### src/rtl/fir_sample_feeder.sv
// -----------------------------------------------------------------------------
// fir_sample_feeder
//
// Upstream stage of the 16-tap FIR. Signed samples arrive on a valid/ready
// interface and are queued in a small FIFO. The feeder hands them to the FIR
// one at a time. Each sample gets a one-cycle fir_input_ready strobe, and
// fir_in is held stable until the FIR's completion pulse arrives. This hides
// the FIR's per-sample occupancy from the producer.
//
// An optional idle gap follows each completion. A watchdog bounds the wait
// for completion and raises a sticky error flag when it expires.
//
// Parameters
//   WIDTH    sample width in bits
//   DEPTH    FIFO depth in entries (power of 2, >= 2)
//   MIN_GAP  idle cycles after fir_output_ready before the next strobe
//   TIMEOUT  max cycles spent waiting for fir_output_ready
//
// Ports
//   clock             rising-edge clock
//   rst               asynchronous reset, active-high
//   in_data           signed sample from the producer
//   in_valid          producer has a sample
//   in_ready          feeder can accept (FIFO not full, from registered count)
//   fir_in            registered sample to the FIR
//   fir_input_ready   registered one-cycle strobe to the FIR
//   fir_output_ready  FIR completion pulse
//   fifo_level        current FIFO occupancy
//   busy              high whenever the FSM is not IDLE
//   clear_err         synchronous clear of timeout_err
//   timeout_err       sticky watchdog flag
// -----------------------------------------------------------------------------
module fir_sample_feeder #(
  parameter int WIDTH   = 16,
  parameter int DEPTH   = 8,
  parameter int MIN_GAP = 0,
  parameter int TIMEOUT = 64
) (
  input  logic                      clock,
  input  logic                      rst,
  input  logic signed [WIDTH-1:0]   in_data,
  input  logic                      in_valid,
  output logic                      in_ready,
  output logic signed [WIDTH-1:0]   fir_in,
  output logic                      fir_input_ready,
  input  logic                      fir_output_ready,
  output logic [$clog2(DEPTH):0]    fifo_level,
  output logic                      busy,
  input  logic                      clear_err,
  output logic                      timeout_err
);

  localparam int AW = $clog2(DEPTH);
  localparam int CW = AW + 1;
  localparam int GW = (MIN_GAP > 0) ? $clog2(MIN_GAP + 1) : 1;
  localparam int WW = $clog2(TIMEOUT + 1);

  typedef enum logic [1:0] {
    IDLE  = 2'd0,
    ISSUE = 2'd1,
    BUSY  = 2'd2,
    GAP   = 2'd3
  } state_t;

  state_t            state_q, state_d;

  logic [WIDTH-1:0]  mem [DEPTH];
  logic [AW-1:0]     wr_ptr_q, rd_ptr_q;
  logic [CW-1:0]     count_q;
  logic [GW-1:0]     gap_q;
  logic [WW-1:0]     wd_q;

  logic              push, pop;
  logic              gap_load, gap_dec;
  logic              wd_clr, wd_inc;
  logic              err_set;

  // Full depends only on the registered count, so there is no path from
  // in_valid (or anything else) to in_ready.
  assign in_ready   = (count_q != CW'(DEPTH));
  assign push       = in_valid && in_ready;
  assign fifo_level = count_q;
  assign busy       = (state_q != IDLE);

  // ---------------------------------------------------------------------------
  // Next-state and control decode
  // ---------------------------------------------------------------------------
  always_comb begin
    // NOTE: every signal gets a default before the case so that no path
    // leaves it unassigned, which would infer a latch.
    state_d  = state_q;
    pop      = 1'b0;
    gap_load = 1'b0;
    gap_dec  = 1'b0;
    wd_clr   = 1'b0;
    wd_inc   = 1'b0;
    err_set  = 1'b0;

    unique case (state_q)
      IDLE: begin
        if (count_q != '0) begin
          pop     = 1'b1;
          state_d = ISSUE;
        end
      end

      ISSUE: begin
        wd_clr  = 1'b1;
        state_d = BUSY;
      end

      BUSY: begin
        if (fir_output_ready) begin
          if (MIN_GAP > 0) begin
            gap_load = 1'b1;
            state_d  = GAP;
          end else begin
            state_d  = IDLE;
          end
        end else if (wd_q == WW'(TIMEOUT - 1)) begin
          err_set = 1'b1;
          state_d = IDLE;
        end else begin
          wd_inc = 1'b1;
        end
      end

      GAP: begin
        // Completion pulses here are spurious and deliberately ignored.
        if (gap_q == GW'(1)) begin
          state_d = IDLE;
        end else begin
          gap_dec = 1'b1;
        end
      end

      default: state_d = IDLE;
    endcase
  end

  // ---------------------------------------------------------------------------
  // State register
  // ---------------------------------------------------------------------------
  always_ff @(posedge clock or posedge rst) begin
    // NOTE: sequential state uses non-blocking assignments so every register
    // samples the pre-edge values, independent of statement order.
    if (rst) begin
      state_q <= IDLE;
    end else begin
      state_q <= state_d;
    end
  end

  // ---------------------------------------------------------------------------
  // FIFO storage
  // ---------------------------------------------------------------------------
  // NOTE: the sample array has no reset; the pointers and count define which
  // entries are meaningful, and leaving it unreset lets it map onto plain RAM.
  always_ff @(posedge clock) begin
    if (push) begin
      mem[wr_ptr_q] <= in_data;
    end
  end

  // ---------------------------------------------------------------------------
  // FIFO pointers and occupancy. Pointers wrap naturally at DEPTH because
  // DEPTH is a power of two.
  // ---------------------------------------------------------------------------
  always_ff @(posedge clock or posedge rst) begin
    if (rst) begin
      wr_ptr_q <= '0;
      rd_ptr_q <= '0;
      count_q  <= '0;
    end else begin
      if (push) wr_ptr_q <= wr_ptr_q + AW'(1);
      if (pop)  rd_ptr_q <= rd_ptr_q + AW'(1);
      unique case ({push, pop})
        2'b10:   count_q <= count_q + CW'(1);
        2'b01:   count_q <= count_q - CW'(1);
        default: count_q <= count_q;
      endcase
    end
  end

  // ---------------------------------------------------------------------------
  // FIR-facing outputs. fir_in only changes on the IDLE->ISSUE edge, so it
  // stays stable while the FIR samples it and while the FIR is computing.
  // The strobe is simply the registered pop, so it is high exactly in ISSUE.
  // ---------------------------------------------------------------------------
  always_ff @(posedge clock or posedge rst) begin
    if (rst) begin
      fir_in          <= '0;
      fir_input_ready <= 1'b0;
    end else begin
      fir_input_ready <= pop;
      if (pop) begin
        fir_in <= mem[rd_ptr_q];
      end
    end
  end

  // ---------------------------------------------------------------------------
  // Gap counter, watchdog and sticky error
  // ---------------------------------------------------------------------------
  always_ff @(posedge clock or posedge rst) begin
    if (rst) begin
      gap_q       <= '0;
      wd_q        <= '0;
      timeout_err <= 1'b0;
    end else begin
      if (gap_load) begin
        gap_q <= GW'(MIN_GAP);
      end else if (gap_dec) begin
        gap_q <= gap_q - GW'(1);
      end

      if (wd_clr) begin
        wd_q <= '0;
      end else if (wd_inc) begin
        wd_q <= wd_q + WW'(1);
      end

      // A timeout on the same edge as clear_err wins.
      if (err_set) begin
        timeout_err <= 1'b1;
      end else if (clear_err) begin
        timeout_err <= 1'b0;
      end
    end
  end

endmodule

### config.mk
export PLATFORM = sky130hd
export DESIGN_NAME = fir_sample_feeder
export DESIGN_NICKNAME = d
export VERILOG_FILES = /design/src/rtl/fir_sample_feeder.sv
export SDC_FILE = /design/constraint.sdc
export NUM_CORES = 1
export LEC_CHECK = 0
export CORE_MARGIN = 2
export CORE_UTILIZATION = 50
export CTS_CLUSTER_SIZE = 24
export DETAILED_ROUTE_END_ITERATION = 10
export PLACE_DENSITY = 0.69
export SYNTH_ARGS = -nofsm -noshare
export SYNTH_HDL_FRONTEND = slang
export SYNTH_SLANG_ARGS = --single-unit
### constraint.sdc
create_clock -name clock -period 4.19 [get_ports clock]
set_input_delay 1.257 -clock clock [delete_from_list [all_inputs] [get_ports clock]]
set_output_delay 1.257 -clock clock [all_outputs]
set_load 0.1 [all_outputs]
## Yosys cells after proc, flatten, opt, wreduce, memory -nomap -nowiden

Memory sizes are Yosys's and may differ from the RTL's. A register that Yosys moved wholly into a read port is not among the register bits.
Cells that the tools add are included.

- Register bits after elaboration: 22
- Bits in writable memories: 128
- Bits of input ports: 21
- Output and inout bits: 24
- Word-level logic and storage cells: 56
- Memories: 1

Memories:

| memory | depth | bits a word | read ports | clocked after Yosys merged registers in | write ports | RTL line | text |
|---|---|---|---|---|---|---|---|
| mem | 8 | 16 | 1 | 1 | 1 | 67 | `logic [WIDTH-1:0] mem [DEPTH];` |

- Add/subtract/negate cells: 6
- Equal/unequal tests: 10
- Muxes and demuxes: 23
- Reduce and logical (&&, ||, !) cells: 8

Operator list:

| operator | count |
|---|---|
| 1-bit 2-to-1 mux | 15 |
| 7-bit 2-to-1 mux | 2 |
| 2-bit 2-to-1 mux | 4 |
| 2-bit case mux with 4 select lines | 1 |
| 4-bit case mux with 2 select lines | 1 |
| 2-bit nonzero test | 4 |
| 7-bit by 1-bit adder with 7-bit output, second input constant | 1 |
| 7-bit by 6-bit == test with 1-bit output, second input constant | 1 |
| 3-bit by 1-bit adder with 3-bit output, second input constant | 2 |
| 2-bit == test, second input constant | 3 |
| 4-bit by 1-bit adder with 4-bit output, second input constant | 1 |
| 2-bit by 1-bit == test with 1-bit output, second input constant | 2 |
| 2-bit != test, second input constant | 2 |
| 4-bit != test, second input constant | 1 |
| 4-bit nonzero test | 1 |
| 4-bit by 1-bit subtractor with 4-bit output, second input constant | 1 |
| 3-bit != test, second input constant | 1 |
| 3-bit AND reduction | 1 |
| 2-bit logical NOT | 1 |
| 1-bit logical AND | 1 |
| 1-bit subtractor, second input constant | 1 |

## Longest topological paths before layout

Gate-level depths: netlist of the first run.

- Word-level depth: 6
- Depth in mapped cells: 12
- Mapped depth without buffers: 10

## Least setup slack after synthesis of the first run

Ideal clock, no wire load.

- Path type: register to register
- Start: register count_q[0], in the netlist fifo_level[0]
- End: memory mem[0][0] (enable)
- Library setup time: 409 ps
- Data arrival time: 3,074 ps
- Data required time: 3,781 ps
- Path slack: 707 ps
- Cell stages (with the launch flop): 5
- Path buffers: 0
- Cells stage by stage: dfrtp_1 > or4b_4 > nand2_4 > or2_2 > nor3_1

- Longest elaborated chain between the ends: 4

Ends and longest elaborated chain:

| item | RTL line | text |
|---|---|---|
| start, declared | 69 | `logic [CW-1:0] count_q;` |
| start signal, assigned | 178 | `2'b10: count_q <= count_q + CW'(1);` |
| start signal, assigned | 179 | `2'b01: count_q <= count_q - CW'(1);` |
| start signal, assigned | 180 | `default: count_q <= count_q;` |
| 4-bit != test | 80 | `assign in_ready = (count_q != CW'(DEPTH));` |
| via in_ready | 43 | `output logic in_ready,` |
| 1-bit logical AND | 81 | `assign push = in_valid && in_ready;` |
| 1-bit 2-to-1 mux | 160 | `if (push) begin` |
| 1-bit 2-to-1 mux (not written as such) | 161 | `mem[wr_ptr_q] <= in_data;` |
| end, declared | 67 |  |

The timed path passes the listed nets, and every way through them passes these cells.

## Worst setup path in the final report of the first run

- Start: register count_q[0], in the netlist fifo_level[0]
- End: output fifo_level[0]

RTL lines:

| item | RTL line | text |
|---|---|---|
| end, declared | 47 | `output logic [$clog2(DEPTH):0] fifo_level,` |

No word-level cell between the ends.

==> metrics.md, run 1 <==
| Metric | Value |
|---|---|
| Routed length per instance | `19.46 um` |
| Std-Cell Rows | `between 40 and 50` |
| Antenna violations before repair | `0` |
| DP HPWL | `7.128 mm` |
| Inst Count DP | `between 500 and 600` |
| CP max stage delay | `about 1.2 ns` |
| Crit path max-delay family | `buffers and inverters` |
| Worst vdd ir | `0.3574 mV` |
| R2R Setup Slk | `approximately 1.4 ns` |
| Synth Warn # | `0` |
| Placeable core region | `0.01277 sq mm` |
| Fin worst setup slack | `approximately 0.84 ns` |
| Slew HR | `0.2178` |
| First-pass GRT wire length | `around 18 mm` |
| Status | `finished, final reports clean` |
| N_diodes | `0` |
| Die X | `between 100 and 150 um` |
| Layout cells sized above 1 | `0.2136` |
| Endpoint, Worst Hold | `state_q[1]$_DFFE_PP0P_` |
| Cell area power density | `approximately 810 mW/mm^2` |
| Vias per cell | `5.520` |
| Final nets | `440` |
| Via count | `between 3k and 4k` |
| Critical R2R Launch | `state_q[1]$_DFFE_PP0P_` |
| Port bufs | `44` |
| Synthesis-to-finish area growth | `19.05%` |
| CTS clk-pin slew, worst paths | `~0.060 ns` |
| Synth Instances | `355` |
| Tmin final | `3.349 ns` |
| Clk sinks | `about 170` |
| CTS Hold Buffers Added | `0` |
| Startpoint types | `register` |
| Overflow left after global routing | `0` |
| Yosys reg bits | `166` |
| Share of flip-flops with an asynchronous set or reset | `0.2289` |
| Yosys cell types | `47` |
| CTS max path bufs | `2` |
| Final Max Tran Viols | `0` |
| Dpl cell area | `between 0.007 and 0.008 sq mm` |
| CTS tree | `done` |
| Initial Utilization | `0.5168` |
| Vias in the first global route | `approximately 3.4k` |
| Hold wc startpoint | `gap_q$_DFFE_PP0P_` |
| Ranking of synthesized cells by area | `edfxtp_1, dfrtp_1, mux4_2` |
| F_max | `298.6 MHz` |
| Worst reg2reg path depth | `11` |
| CP Class | `register to output pin` |
| Max-cap check violation count | `0` |
| Remaining DRCs | `0` |
| Worst Max-Slew Pin Slew | `approximately 1.2 ns` |
| Main synth FF type | `edfxtp_1` |
| Num CTS Buffers | `17` |
| Final period util | `0.7993` |
| Slowest stage cell, crit path | `clkdlybuf4s50_1` |
| Clk_lat worst skew | `~0.42 ns` |
| Clock Tree Root | `clkbuf_16` |
| DRT iter0 DRCs | `between 150 and 200` |
| Setup repair bufs after CTS | `0` |
| Worst Hold Depth | `1` |
| Total Routing Usage GR | `0.1792` |
| Final WL | `11.64 mm` |
| Antenna Violating Nets Remaining | `0` |
| Synth Cell Area | `0.006601 sq mm` |
| Worst slack, placed | `around 0.8 ns` |
| Critical path endpoint category | `output pin` |
| DRT Pass-1 Iters | `4` |
| R2R Path End | `fifo_level[2]$_DFFE_PP0P_` |
| Leakage power figure | `between 2 and 3 nW` |
| Area leader, netlist | `edfxtp_1` |
| WP data required | `2.93 ns` |
| IO Pins | `between 40 and 50` |
| Worst Path Max Fanout | `8` |
| Post-synth top area share | `0.5823` |
| Setup tns final | `0 ns` |
| Critical path arrival | `approximately 2.1 ns` |
| Post-CTS Resized | `0` |
| Fin area | `just under 0.008 sq mm` |
| Chip height | `between 100 and 150 um` |
| Post-layout util | `0.6152` |
| Setup violations, final | `0` |
| Largest net degree at the start of global routing | `37` |
| Syn avg cell area | `between 15 and 20 sq um` |
| Non-Filler Instances | `598` |
| Worst Path Buf+Inv | `1` |
| Cell chain of the critical path | `clkdlybuf4s50_1` |
| EDFF count, synth | `between 100 and 150` |
| FILL cells | `913` |
| Number of H-tree levels | `4` |
| Total Power | `between 6 and 7 mW` |
| Hold Crit Class | `register to register` |
| Die area | `~0.014 sq mm` |
| Worst Skew | `around 0.0043 ns` |
| RSZ-0062 raised after global routing | `no` |
| Final Hold Viols | `0` |
| GPL Wtd Cong | `0.7879` |
| Syn_nets | `around 380` |
| Sequential area share after synthesis | `0.7263` |
| WHS | `0.4845 ns` |
==> worst register-to-register path, stage by stage (launching register included) <==
cell and delay (ns):
dfrtp_1 0.64, or2_4 0.21, or2_1 0.09, buf_4 0.35, clkinv_2 0.18, ha_1 0.28
xor2_1 0.17, ha_1 0.19, a21oi_1 0.15, xor2_1 0.17, nor2_1 0.07, xor2_1 0.14
==> sequential cells by signal (all words and copies together) (netlist names) <==
| signal | cells |
|---|---|
| fir_in | 16 |
| wr_ptr_q | 3 |
| wd_q | 7 |
| gap_q | 1 |
| rd_ptr_q | 3 |
| state_q | 2 |
| fir_input_ready | 1 |
| mem | 128 |
| fifo_level | 4 |
| timeout_err | 1 |
==> worst max-delay path by stage <==
stage | startpoint | slack (ns) | endpoint | depth (start not counted)
after floorplan | fifo_level[0]$_DFFE_PP0P_ | 0.71 | mem[0][0]$_DFFE_PP_ | 4
after global placement | in_valid | 0.86 | mem[0][5]$_DFFE_PP_ | 5
after detailed placement | in_valid | 0.82 | mem[0][5]$_DFFE_PP_ | 5
after CTS | fifo_level[0]$_DFFE_PP0P_ | 0.81 | fifo_level[0] | 1
after global routing | fifo_level[0]$_DFFE_PP0P_ | 0.77 | fifo_level[0] | 1
final | fifo_level[0]$_DFFE_PP0P_ | 0.84 | fifo_level[0] | 1
==> cell usage in the layout, fill, tap and decap left out, types with 2 or more instances in the layout <==
cell type,count
ha_1,6
nor3_1,2
nand2b_1,4
nor3_2,2
a31oi_1,6
a21oi_1,2
xnor2_1,4
nand3_1,3
o21ai_0,2
mux2_2,2
clkinv_2,4
clkbuf_16,17
edfxtp_1,128
o21ai_1,15
mux4_2,32
buf_4,14
nor2_1,8
nand2_1,30
and4_1,2
clkbuf_1,2
dfrtp_1,36
inv_1,4
mux2i_1,16
dfrtp_2,2
bufinv_16,5
inv_6,2
nor4_1,2
and4b_1,2
a22o_1,4
xor2_1,3
clkdlybuf4s50_1,42
==> cell usage after synthesis, drive strengths merged (2+ instances only) <==
cell    number
nand2b       4
a22o         4
inv          4
buf         14
clkbuf       3
nor3         4
nor4         2
dfrtp       38
and4         2
or2          3
nor2         8
and4b        2
a21oi        2
edfxtp     128
mux2i       16
ha           6
a31oi        6
mux2         2
mux4        32
nand2       31
xor2         3
o21ai       18
nand3        4
a221oi       2
xnor2        5
==> routing by layer <==
metal | GRT usage | up-vias | routed length [um]
met4 | 0.07664 | 0 | 217
met5 | 0 | - | 0
met3 | 0.04454 | 17 | 452
met1 | 0.2258 | 1702 | 4902
met2 | 0.2971 | 68 | 6063
li1 | - | 1514 | -
==> final cells by class <==
type | instances | area (sq um) | area share
Clock inverter | 12 | 198.9 | 0.02531
Inverter | 5 | 20.02 | 0.002547
Sequential cell | 166 | 4797 | 0.6104
Timing Repair Buffer | 56 | 525.5 | 0.06687
Tap cell | 172 | 215.2 | 0.02738
Multi-Input combinational cell | 167 | 1655 | 0.2106
Clock buffer | 20 | 446.7 | 0.05684
==> power breakdown <==
group          total (mW)  internal, mW  switching (mW)  leakage (nW)
combinational        2.21         0.816            1.40         0.840
clock                1.67          1.07           0.594         0.315
sequential           2.50          2.13           0.376          1.63
total                6.38          4.02            2.37          2.79
==> cell families (layout without fill, tap and decap cells) <==
group,after synthesis,count (layout),share of synthesized area
buf+inv,22,93,0.02445
mux,50,50,0.1368
xor+xnor,8,8,0.01175
compound gates,37,37,0.03677
flops,166,166,0.7263
simple gates,66,66,0.05250
fa+ha+maj,6,6,0.01137
No activity file was read; power rests on OpenSTA's default activity.
==> inputs of run 2 (changes only) <==
==> constraint.sdc (replaced) <==
create_clock -name clock -period 3.4 [get_ports clock]
set_input_delay 1.02 -clock clock [delete_from_list [all_inputs] [get_ports clock]]
set_output_delay 1.02 -clock clock [all_outputs]
set_load 0.1 [all_outputs]
==> run 2 against run 1 <==
Effect of this change:
- non-clock buffer count grew 5
- sequential share of layout area is 0.36 points higher
- utilization fell by 0.37 points
- sequential cell count stayed put
- worst hold slack improved by 0.0014 ns
- design area down 0.61%
- die area unchanged
- sequential power increased by 20%
- largest cell class unchanged
- final cell count is 0.84% higher
- setup slack worse by 0.21 ns
==> metrics.md, run 2 (synthesized netlist as in run 1, its figures left out) <==
| Metric | Value |
|---|---|
| Final period util | `0.8140` |
| Final nets | `445 (was 440)` |
| Tmin final | `about 2.8 ns` |
| Vias in the first global route | `3385 (was 3378)` |
| Top Registers | `mem: 128 flops, fir_in: 16 flops, wd_q: 7 flops (unchanged)` |
| Setup tns final | `0 ns (unchanged)` |
| Placeable core region | `0.01277 sq mm (unchanged)` |
| Initial Utilization | `0.5168 (unchanged)` |
| Final WL | `11.72 mm (was 11.64 mm)` |
| Synthesis-to-finish area growth | `18.33% (was 19.05%)` |
| Commonest cells after routing, fill and taps aside | `edfxtp_1, buf_4, dfrtp_1, mux4_2, nand2_1 (was edfxtp_1, clkdlybuf4s50_1, dfrtp_1, mux4_2, nand2_1)` |
| Layout cells sized above 1 | `0.2622 (was 0.2136)` |
| F_max | `approximately 360 MHz` |
| Critical path endpoint category | `output pin (unchanged)` |
| WP data required | `2.38 ns (was 2.93 ns)` |
| Worst Max-Slew Pin Slew | `1.012 ns (was 1.173 ns)` |
| Clk_lat worst skew | `0.42 ns (about the same)` |
| CTS clk-pin slew, worst paths | `0.06 ns (about the same)` |
| Via count | `3300 (was 3301)` |
| Number of H-tree levels | `4 (unchanged)` |
| FILL cells | `927 (was 913)` |
| CP Class | `register to output pin (unchanged)` |
| Std-Cell Rows | `41 (unchanged)` |
| IO Pins | `45 (unchanged)` |
| Total Routing Usage GR | `0.1783 (was 0.1792)` |
| Die area | `0.01414 sq mm (unchanged)` |
| Num CTS Buffers | `17 (unchanged)` |
| Final Max Tran Viols | `0 (unchanged)` |
| Vias per cell | `5.473 (was 5.520)` |
| CTS max path bufs | `2 (unchanged)` |
| CTS tree | `done (unchanged)` |
| Most common cell after layout, fill and taps aside | `edfxtp_1 (unchanged)` |
| Clk sinks | `166 (unchanged)` |
| DRT Pass-1 Iters | `4 (unchanged)` |
| Overflow left after global routing | `0 (unchanged)` |
| Hold Crit Class | `register to register (unchanged)` |
| Antenna violations before repair | `0 (unchanged)` |
| DRT iter0 DRCs | `192 (was 182)` |
| Slew HR | `0.3251 (was 0.2178)` |
| GPL Wtd Cong | `0.7972 (was 0.7879)` |
| Worst vdd ir | `0.4838 mV (was 0.3574 mV)` |
| Startpoint types | `register (unchanged)` |
| Leakage power figure | `2.820 nW (was 2.786 nW)` |
| Clock Tree Root | `clkbuf_16 (unchanged)` |
| Inst Count DP | `571 (was 566)` |
| Worst Path Max Fanout | `8 (unchanged)` |
| First-pass GRT wire length | `18.67 mm (was 18.46 mm)` |
| Chip height | `118.9 um (unchanged)` |
| Largest net degree at the start of global routing | `39 (was 37)` |
| Antenna Violating Nets Remaining | `0 (unchanged)` |
| DP HPWL | `7.258 mm (was 7.128 mm)` |
| CTS Hold Buffers Added | `0 (unchanged)` |
| Setup repair bufs after CTS | `0 (unchanged)` |
| Max-cap check violation count | `0 (unchanged)` |
| Remaining DRCs | `0 (unchanged)` |
| Routed length per instance | `19.43 um (was 19.46 um)` |
| Top reg by flops | `mem (unchanged)` |
| Cell area power density | `996.9 mW/mm^2 (was 812.1 mW/mm^2)` |
| Post-CTS Resized | `0 (unchanged)` |
| Non-Filler Instances | `603 (was 598)` |
| Final Hold Viols | `0 (unchanged)` |
| RSZ-0062 raised after global routing | `no (unchanged)` |
| Status | `finished, final reports clean (unchanged)` |
| Worst Skew | `0.007996 ns (was 0.004315 ns)` |
| N_diodes | `0 (unchanged)` |
| Port bufs | `44 (unchanged)` |
| Max FFs per register | `128 (unchanged)` |
| Critical path arrival | `1.75 ns (was 2.09 ns)` |
| Die X | `118.9 um (unchanged)` |
| Setup violations, final | `0 (unchanged)` |
-- run 2: cell types whose count changed in the layout (fill, tap and decap cells not counted), moves of 2 or more --
| cell | change |
|---|---|
| inv_6 | -2 |
| buf_4 | +27 |
| clkbuf_1 | +2 |
| clkinv_1 | +2 |
| clkdlybuf4s50_1 | -22 |
| clkinv_2 | -2 |
-- run 2: cell type report --
cell class | instances | area [sq um] | area share
Clock buffer | 23 | 467.9 | 0.05991
Clock inverter | 9 | 148.9 | 0.01906
Inverter | 5 | 20.02 | 0.002563
Multi-Input combinational cell | 167 | 1655 | 0.2119
Sequential cell | 166 | 4796 | 0.6140
Tap cell | 172 | 215.2 | 0.02755
Timing Repair Buffer | 61 | 508.0 | 0.06503
-- run 2: critical path: stages, from the launching register on --
cell and delay (ns):
dfrtp_1 0.46, or4b_4 0.61, buf_4 0.26
-- run 2: routing by layer --
| layer | vias up | share of wire | GRT usage |
|---|---|---|---|
| li1 | 1532 | - | - |
| met1 | 1688 | 0.45 | 0.2412 |
| met2 | 72 | 0.50 | 0.2856 |
| met3 | 8 | 0.042 | 0.05125 |
| met4 | 0 | 0.0067 | 0.04911 |
| met5 | - | 0 | 0 |
-- run 2: final timing paths --
kind,endpoint,slack [ns],start,cells past startpoint
min in group asynchronous,fir_in[4]$_DFFE_PP0P_,1.05,rst,3
hold / removal,fir_in[0]$_DFFE_PP0P_,0.49,fir_in[0]$_DFFE_PP0P_,2
setup reg to reg,fifo_level[2]$_DFFE_PP0P_,0.92,state_q[1]$_DFFE_PP0P_,10
hold reg to reg,fir_in[0]$_DFFE_PP0P_,0.49,fir_in[0]$_DFFE_PP0P_,2
max in group asynchronous,rd_ptr_q[1]$_DFFE_PP0P_,1.97,rst,3
setup / recovery,in_ready,0.63,fifo_level[1]$_DFFE_PP0P_,2
-- run 2: power by group --
group	total (mW)	switching, mW	internal [mW]	leakage (nW)
combinational	2.80	1.82	0.987	0.892
clock	1.98	0.715	1.26	0.296
sequential	3.01	0.386	2.62	1.63
-- run 2: metrics by stage --
stage | power (mW) | instance area (sq um) | hold slack (ns) | util | worst slack (ns)
floorplan | 5.274 | 6606 | 0.4492 | - | 0.1334
global placement | 5.819 | 7194 | 0.4629 | 0.5632 | 0.5082
detailed placement | 5.887 | 7194 | 0.4757 | 0.5632 | 0.4172
CTS | 7.874 | 7811 | 0.4865 | 0.6115 | 0.6095
global route | 8.166 | 7811 | 0.5073 | 0.6115 | 0.5761
finish | 7.787 | 7811 | 0.4859 | 0.6115 | 0.6324
